### src/rtl/serial_demux8_pkg.sv
// Shared widths and frame geometry for the serial_demux8 slice.
// Frame length grows to 9 slots when SERIAL_DEMUX8_PARITY_EN is defined.
package serial_demux8_pkg;

  localparam int DATA_W = 8;
  localparam int SLOT_W = 4;

`ifdef SERIAL_DEMUX8_PARITY_EN
  localparam int NUM_SLOTS = 9;
`else
  localparam int NUM_SLOTS = 8;
`endif

  localparam int LAST_SLOT = NUM_SLOTS - 1;

  function automatic logic [DATA_W-1:0] bit_reverse(input logic [DATA_W-1:0] x);
    logic [DATA_W-1:0] r;
    r = '0;
    for (int i = 0; i < DATA_W; i++) r[DATA_W-1-i] = x[i];
    return r;
  endfunction

endpackage

### src/rtl/serial_demux8_slot_counter.sv
// Slot counter for serial_demux8: counts accepted samples and flags the
// sample that completes a frame (Wrap) on the same cycle it is presented.
module slot_counter
  import serial_demux8_pkg::*;
(
  input  logic              Clock,
  input  logic              Reset,
  input  logic              Inc,
  input  logic              Clr,
  output logic [SLOT_W-1:0] Count,
  output logic              Wrap
);

  localparam logic [SLOT_W-1:0] LAST = SLOT_W'(LAST_SLOT);

  // Clr (abort) beats Inc, so an aborted final sample never wraps.
  assign Wrap = Inc && !Clr && (Count == LAST);

  always_ff @(posedge Clock) begin
    // NOTE: Reset is synchronous, so it is tested inside the clocked block and kept out of the sensitivity list.
    if (Reset) begin
      Count <= '0;
    end else if (Clr) begin
      Count <= '0;
    end else if (Inc) begin
      // NOTE: state registers use non-blocking assignments so every flop sees pre-edge values.
      Count <= Wrap ? '0 : Count + SLOT_W'(1);
    end
  end

endmodule

### src/rtl/serial_demux8.sv
// Clocked 1-to-N serial demultiplexer: each strobed bit lands in the staging
// slot selected by S; the final slot loads Q and pulses Valid.
// Optional even-parity slot selected by SERIAL_DEMUX8_PARITY_EN.
module serial_demux8
  import serial_demux8_pkg::*;
#(
  parameter int MSB_FIRST = 0
) (
  input  logic              Clock,
  input  logic              Reset,
  input  logic              D,
  input  logic              En,
  input  logic              Abort,
  output logic [DATA_W-1:0] Q,
  output logic [SLOT_W-1:0] S,
  output logic              Valid,
  output logic              Busy,
  output logic              ParErr
);

  // The final slot is never staged: it is taken straight from D on the wrap edge.
  localparam int STAGE_W = NUM_SLOTS - 1;

  logic                 sample;
  logic                 wrap;
  logic [STAGE_W-1:0]   load_en;
  logic [STAGE_W-1:0]   staging;
  logic [NUM_SLOTS-1:0] frame;
  logic [DATA_W-1:0]    data_word;
  logic [DATA_W-1:0]    q_next;

  assign sample = En && !Abort;

  slot_counter u_slot_counter (
    .Clock (Clock),
    .Reset (Reset),
    .Inc   (En),
    .Clr   (Abort),
    .Count (S),
    .Wrap  (wrap)
  );

  assign Busy = (S != '0);

  always_comb begin
    load_en = '0;
    for (int i = 0; i < STAGE_W; i++) begin
      load_en[i] = sample && (S == SLOT_W'(i));
    end
  end

  always_ff @(posedge Clock) begin
    // NOTE: the staging array is cleared on reset so no bits from before reset are ever observable.
    if (Reset) begin
      staging <= '0;
    end else begin
      for (int i = 0; i < STAGE_W; i++) begin
        if (load_en[i]) staging[i] <= D;
      end
    end
  end

  assign frame     = {D, staging};
  assign data_word = frame[DATA_W-1:0];
  assign q_next    = (MSB_FIRST != 0) ? bit_reverse(data_word) : data_word;

  always_ff @(posedge Clock) begin
    if (Reset) begin
      Q     <= '0;
      Valid <= 1'b0;
    end else begin
      Valid <= wrap;
      if (wrap) Q <= q_next;
    end
  end

`ifdef SERIAL_DEMUX8_PARITY_EN
  // XOR over data plus parity slot is 1 exactly when even parity is violated.
  always_ff @(posedge Clock) begin
    if (Reset) ParErr <= 1'b0;
    else       ParErr <= wrap && (^frame);
  end
`else
  assign ParErr = 1'b0;
`endif

endmodule

### config.mk
export PLATFORM = sky130hd
export DESIGN_NAME = serial_demux8
export DESIGN_NICKNAME = d
export VERILOG_FILES = /design/src/rtl/serial_demux8_pkg.sv /design/src/rtl/serial_demux8_slot_counter.sv /design/src/rtl/serial_demux8.sv
export SDC_FILE = /design/constraint.sdc
export NUM_CORES = 1
export LEC_CHECK = 0
export CORE_UTILIZATION = 30
export CTS_BUF_LIST = sky130_fd_sc_hd__clkbuf_2 sky130_fd_sc_hd__clkbuf_4 sky130_fd_sc_hd__clkbuf_8
export CTS_CLUSTER_DIAMETER = 200
export DETAILED_ROUTE_END_ITERATION = 10
export SYNTH_ARGS = -nofsm -noshare
export SYNTH_HDL_FRONTEND = slang
export SYNTH_HIERARCHICAL = 1
export SYNTH_SLANG_ARGS = --single-unit
### constraint.sdc
create_clock -name Clock -period 2.7 [get_ports Clock]
set_input_delay 0.54 -clock Clock [delete_from_list [all_inputs] [get_ports Clock]]
set_output_delay 0.54 -clock Clock [all_outputs]
set_load 0.005 [all_outputs]
* Yosys cells after proc, flatten, opt, wreduce, memory -nomap -nowiden
Cells that the tools add are included.
** Storage, ports and cells
- Register bits after elaboration :: 20
- Output and inout port bits :: 15
- Bits of input ports :: 5
- Logic and storage cells :: 32
** Operators by class
- Equality and inequality tests :: 7
- Add/sub/neg operators :: 1
- Reductions and logical operators :: 13
- Muxes and demuxes :: 1
** Operators by type and width (number)
- == test 4 x 3 -> 1 bit, second input constant :: 4
- logical AND 1 bit :: 9
- == test 4 x 2 -> 1 bit, second input constant :: 2
- adder 4 x 1 -> 4 bit, second input constant :: 1
- == test 4 x 1 -> 1 bit, second input constant :: 1
- logical NOT 4 bit :: 1
- two-way mux 4 bit :: 1
- nonzero test 4 bit :: 1
- OR reduction 2 bit :: 1
- logical NOT 1 bit :: 1

* Depth between registers and ports, before layout
Gate-level depths: netlist (run 1).
- Depth after elaboration :: 4
- Gate-level depth with buffers :: 6
- Depth with buffers taken out :: 5

* Cells and area by module
Netlist (run 1), hierarchy kept.
** By module, submodules not included
- serial_demux8 :: area an instance 670.6 µm², sequential area each 320.3 µm², cells an instance 66, instances 1
- slot_counter :: area an instance 183.9 µm², sequential area each 80.1 µm², cells an instance 19, instances 1

* Least setup slack after synthesis (run 1)
No wires, ideal clock.
- Path type :: register -> register
- From :: reg u_slot_counter.Count[0]
- To :: reg Q[0]
- Required time :: 2.583 ns
- Setup time :: 0.117 ns
- Path buffers :: 1
- Arrival time :: 1.300 ns
- Period minus slack after synthesis :: 1.416 ns
- Path slack :: 1.284 ns
- Stages on the path, launching flop included :: 7
- Cell sequence :: dfxtp_1 > ha_1 > nand4b_1 > nor2_1 > buf_2 > mux2i_1 > nor2_1
** Between the ends
- Cells in the longest elaborated chain, start to end :: 2
** RTL lines
- from (decl) :: line serial_demux8_slot_counter.sv:10 : output logic [SLOT_W-1:0] Count,
- from (signal assigned) :: line serial_demux8_slot_counter.sv:27 : Count <= Wrap ? '0 : Count + SLOT_W'(1);
- == test 4 x 3 -> 1 bit :: line serial_demux8_slot_counter.sv:17 : assign Wrap = Inc && !Clr && (Count == LAST);
- logical AND 1 bit :: line serial_demux8_slot_counter.sv:17
- net wrap :: line serial_demux8.sv:25 : logic wrap;
- to (signal assigned) :: line serial_demux8.sv:73 : if (wrap) Q <= q_next;
- to (decl) :: line serial_demux8.sv:14 : output logic [DATA_W-1:0] Q,
The timed path passes the listed nets, and every way through them passes these cells.
A chain may end at the register's enable or synchronous reset.

* Worst setup path after layout (run 1)
- From :: reg u_slot_counter.Count[0]
- To :: out Busy
** Between the ends
- Cells in the longest elaborated chain, start to end :: 1
** RTL lines
- nonzero test 4 bit :: line serial_demux8.sv:43 : assign Busy = (S != '0);
- to (decl) :: line serial_demux8.sv:17 : output logic Busy,
Every way passes these cells.

==> results of run 1 <==
cells in the mapped netlist (all sizes together) (2+ instances only):
library cell / instances / area share
dfxtp: 20 / 0.47
mux2i: 16 / 0.19
nor2: 14 / 0.064
nand2: 9 / 0.040
nand2b: 8 / 0.059
buf: 3 / 0.021
nor2b: 3 / 0.022
nor3: 2 / 0.018
xor2: 2 / 0.021
worst max path at each step:
stage	startpoint	endpoint	slack, ps	cells after the start
4_1_cts	u_slot_counter/Count[0]	Busy	630	3
6_report	u_slot_counter/Count[0]	Busy	660	3
2_1_floorplan	u_slot_counter/Count[0]	Q[0]	1280	6
5_1_grt	u_slot_counter/Count[0]	Busy	540	3
3_5_place_dp	En	Q[4]	690	6
3_3_place_gp	En	Q[4]	710	6
through the flow:
step,util,hold slack [ps],cells
2_1_floorplan,-,451,85
3_3_place_gp,0.413,464,132
3_5_place_dp,0.413,470,132
4_1_cts,0.433,492,136
5_1_grt,0.433,512,136
6_report,0.433,487,136
power groups by stage:
stage               sequential (W)  combinational [W]  clock, W
global route              0.000301          0.0000370  0.000257
floorplan                 0.000306          0.0000172         0
finish                    0.000300          0.0000332  0.000244
global placement          0.000307          0.0000337         0
CTS                       0.000300          0.0000338  0.000252
detailed placement        0.000307          0.0000337         0
metal layers:
layer  vias to the layer above  GRT usage  share of wire
met5                         -          0              0
li1                        324          -              -
met4                         0     0.0536         0.0084
met2                        10      0.148           0.46
met3                         2     0.0234          0.039
met1                       277      0.129           0.49
flip-flops by register name (all words and copies together), names as in the netlist:
register / cells
Valid: 1
staging: 7
Q: 8
u_slot_counter/Count: 4
cell type report:
cell class	instances	area, µm²
sequential	20	400
fill	263	1470
clock inverter	1	30.0
multi-input combinational	62	437
timing repair buffer	20	195
tap	30	37.5
clock buffer	3	22.5
kinds of logic (layout without fill, tap and decap cells):
logic type / Yosys count / after routing / synth area share
and+or+nand+nor: 41 / 41 / 0.274
adders and majority gates: 1 / 1 / 0.0146
xor gates and xnor gates: 3 / 3 / 0.0308
buffers and inverters: 3 / 24 / 0.0205
DFF: 20 / 20 / 0.469
other: 1 / 1 / 0.00439
muxes: 16 / 16 / 0.187
critical path: cells and delay by family (launching register included):
kind / cells / cell delay, ps
simple gates: 2 / 200
flops: 1 / 510
buf+inv: 1 / 490
==> results_dict.tcl, run 1 <==
set metrics [dict create \
    ys_seq_elements 20 \
    drt_first_iter_violations 4 \
    r2r_slack_ps 1190 \
    syn_area_um2 855 \
    ys_warn_count 6 \
    hpwl_um 1030 \
    power.total_w 0.000577 \
    cts_setup_buffers 0 \
    period_needed_ps 2040 \
    ff2ff_path_depth 6 \
    fin_crit_sh 0.756 \
    grt_pass1_wl_um 2400 \
    cts-resized-gates 0 \
    cp_max_fo 8 \
    p_sw_frac 0.195 \
    wl_um 1430 \
    synthCells 85 \
    slowest_stage "dfxtp_1" \
    seqPwrFrac 0.520 \
    syn-num-nets 91 \
    die_y_um 55.4 \
    min_path_type "reg -> reg" \
    avgSynthCellArea_um2 10.1 \
    path_cells "nor2_1 > nand2_1 > clkdlybuf4s50_1" \
    grt_max_degree 13 \
    drtAntennaViolNets 0 \
    p_int_w 0.000465 \
    comb_power_share 0.057 \
    coreArea_um2 2590 \
    finalHoldViolCount 0 \
    die-width_um 55.4 \
    die-area_um2 3070 \
    cellLeakagePower_nw 0.438 \
    synth_edf_count 0 \
    drive_gt1_frac 0.104 \
    drt-pass1-iter-count 3 \
    antenna_cells 0 \
    required_ps 2160 \
    final_nets 113 \
    max_cap_viol_count 0 \
    antenna_found_initial 0 \
    r2r_end "Q[5]" \
    slew_violations 0 \
    wl_per_cell_um 10.5 \
    root_buffer "clkbuf_4" \
    vias 613 \
    viasPerCell 4.51 \
    design_area_um2 1120 \
    overflow 0 \
    htreeDepth 1 \
    p_per_area_nw_per_um2 514 \
    finalClockSkew_ps 2.24 \
    io-pin-count 20 \
    initial_core_util 0.330 \
    holdPathEnd "staging[3]" \
    cts_tree "built" \
    finalSetupViolations 0 \
    worstReg2RegStart "u_slot_counter/Count[0]" \
    groute.usage.overall 0.0986 \
    fp-row-count 18 \
    synthArstFlopShare 0 \
    cts_buffers 3 \
    outcome "completed" \
    crit_path_end_kind "output port" \
    clk_latency_ps 300 \
    ys_types 20 \
    critPathKind "reg -> out" \
    rsz0062_at_grt "false" \
    max_freq_ghz 0.490 \
    area.growth.synth_to_final_pct 31.3 \
    clockPowerShare 0.423 \
    layout_commonest_cell "dfxtp_1" \
    drcViolationCount 0 \
    place_ws_ps 694 \
    hold_path_depth 2 \
    first_global_vias 552 \
    switching_power_w 0.000112 \
    postPlaceCellArea_um2 1070 \
    ctsHoldBuffers 0 \
    clockBufferDepth 2 \
    finalSetupTns_ps 0 \
    gp_congestion 0.704 \
    layout_common_cells "20 x dfxtp_1, 18 x clkdlybuf4s50_1, 16 x mux2i_1" \
    clock-sinks 20 \
    io_buffers 18 \
    min-delay-start "staging[3]" \
    clk_pin_slew_ps 120 \
    slowest_delay_ps 510 \
    yosysSeqAreaShare 0.469 \
    worstPathArrival_ps 1500 \
    yosys_most_used_dff "dfxtp_1" \
    vdd_ir_drop_max_mv 0.271 \
    start_kind "flop" \
    setup_slack_ps 659 \
]
No activity file was read; power rests on OpenSTA's default activity.
==> run 2: changes to the inputs <==
Clock period 2.7 ns to 1.9 ns, I/O delays scaled along.
==> results_dict.tcl, run 2 (synthesis results as in run 1) <==
set metrics [dict create \
    io_buffers 18 \
    crit_buf_inv 1 \
    cts_buffers 3 \
    drcViolationCount 0 \
    drive_gt1_frac 0.165 \
    first_global_vias 576 \
    max_freq_ghz 0.564 \
    critical_path.top_delay_family "buffers and inverters" \
    grt_pass1_wl_um 2470 \
    groute.usage.overall 0.100 \
    holdPathEnd "staging[3]" \
    path_cells "nor2_1 > nand2_1 > clkdlybuf4s50_1" \
    p_sw_frac 0.196 \
    root_buffer "clkbuf_4" \
    min_path_type "reg -> reg" \
    final_nets 116 \
    fp-row-count 18 \
    p_per_area_nw_per_um2 720 \
    regArea_um2 405 \
    drt_first_iter_violations 11 \
    slew_violations 0 \
    start_kind "flop" \
    grt_max_degree 13 \
    clk_latency_ps 300 \
    seqPwrFrac 0.515 \
    fin_crit_sh 0.934 \
    rsz0062_at_grt "false" \
    layout_commonest_cell "clkdlybuf4s50_1" \
    vdd_ir_drop_max_mv 0.428 \
    finalClockSkew_ps 4.77 \
    r2r_slack_ps 490 \
    cts_setup_buffers 0 \
    slowest_stage "clkdlybuf4s50_1" \
    ff2ff_path_depth 6 \
    drt-pass1-iter-count 3 \
    largest_reg_flops 8 \
    initial_core_util 0.330 \
    antenna_found_initial 0 \
    wl_per_cell_um 10.9 \
    overflow 0 \
    critPathKind "reg -> out" \
    die_y_um 55.4 \
    worstReg2RegStart "u_slot_counter/Count[1]" \
    htreeDepth 1 \
    die-area_um2 3070 \
    drtAntennaViolNets 0 \
    finalHoldViolCount 0 \
    fillers 249 \
    area.growth.synth_to_final_pct 34.6 \
    die-width_um 55.4 \
    p_int_w 0.000665 \
    finalSetupViolations 0 \
    cellLeakagePower_nw 0.455 \
    hold_path_depth 2 \
    io-pin-count 20 \
    comb_power_share 0.064 \
    switching_power_w 0.000163 \
    regMostFlops "Q" \
    gp_congestion 0.774 \
    viasPerCell 4.40 \
    max_cap_viol_count 0 \
    antenna_cells 0 \
    multi_input_area_um2 437 \
    cts_tree "built" \
    crit_path_end_kind "output port" \
    clock-sinks 20 \
    coreArea_um2 2590 \
    clockBufferDepth 2 \
    required_ps 1520 \
    finalSetupTns_ps 0 \
    hpwl_um 1100 \
    wl_um 1510 \
    vias 612 \
    slowest_delay_ps 450 \
    layout_common_cells "18 x clkdlybuf4s50_1, 16 x dfxtp_1, 16 x mux2i_1" \
    cp_max_fo 6 \
    worst_hold_slack_ps 484 \
    clockPowerShare 0.421 \
    worstPathArrival_ps 1390 \
    period_needed_ps 1770 \
    clk_pin_slew_ps 120 \
    min-delay-start "staging[3]" \
    outcome "completed" \
    r2r_end "Q[3]" \
    top_regs "Q: 8 flops, staging: 7 flops, u_slot_counter/Count: 4 flops" \
]
run 2: metrics by stage:
stage          instance area (µm²)  setup WS, ps  std cells   util  total power (W)
2_1_floorplan                  855           484         85      -         0.000459
3_3_place_gp                  1090           211        135  0.422         0.000488
3_5_place_dp                  1090           157        135  0.422         0.000489
4_1_cts                       1140          25.3        139  0.442         0.000832
5_1_grt                       1150          35.6        139  0.444         0.000855
6_report                      1150           126        139  0.444         0.000827
run 2: cell type report:
type,instances,share of cell area
clock buffers,3,0.0196
clock inverters,1,0.0261
multi-input cells,62,0.380
flip-flops and latches,20,0.353
well taps,30,0.0326
repair buffers,23,0.189
run 2: worst max path at each step:
stage                                        from         end  depth (start not counted)  slack (ps)
after global routing      u_slot_counter/Count[0]        Busy                          3          40
after CTS                 u_slot_counter/Count[1]        Busy                          3          30
after floorplan           u_slot_counter/Count[0]        Q[0]                          6         480
after global placement                      Abort  staging[2]                          4         210
final                     u_slot_counter/Count[0]        Busy                          3         130
after detailed placement                    Abort  staging[1]                          4         160
run 2: metal layers:
layer	track usage	part of all wire
met1	0.131	0.52
met2	0.153	0.43
met3	0.0211	0.038
met4	0.0536	0.0099
met5	0	0
run 2: timing repair:
| action | CTS | global route |
|---|---|---|
| endpoints found under the setup margin | 0 | 1 |
| gates resized for setup | 0 | 4 |
| hold buffers | 0 | 0 |
run 2: worst min-delay path: cells and delay by family (launching register included):
family | cells | cell delay [ps]
flops | 1 | 330
mux | 1 | 60
simple gates | 1 | 60
run 2: power by group through the flow:
stage          Clock (W)  Sequential, W  Combinational [W]
2_1_floorplan          0       0.000435          0.0000244
3_3_place_gp           0       0.000435          0.0000525
3_5_place_dp           0       0.000436          0.0000537
4_1_cts         0.000352       0.000426          0.0000536
5_1_grt         0.000370       0.000427          0.0000580
6_report        0.000348       0.000426          0.0000529
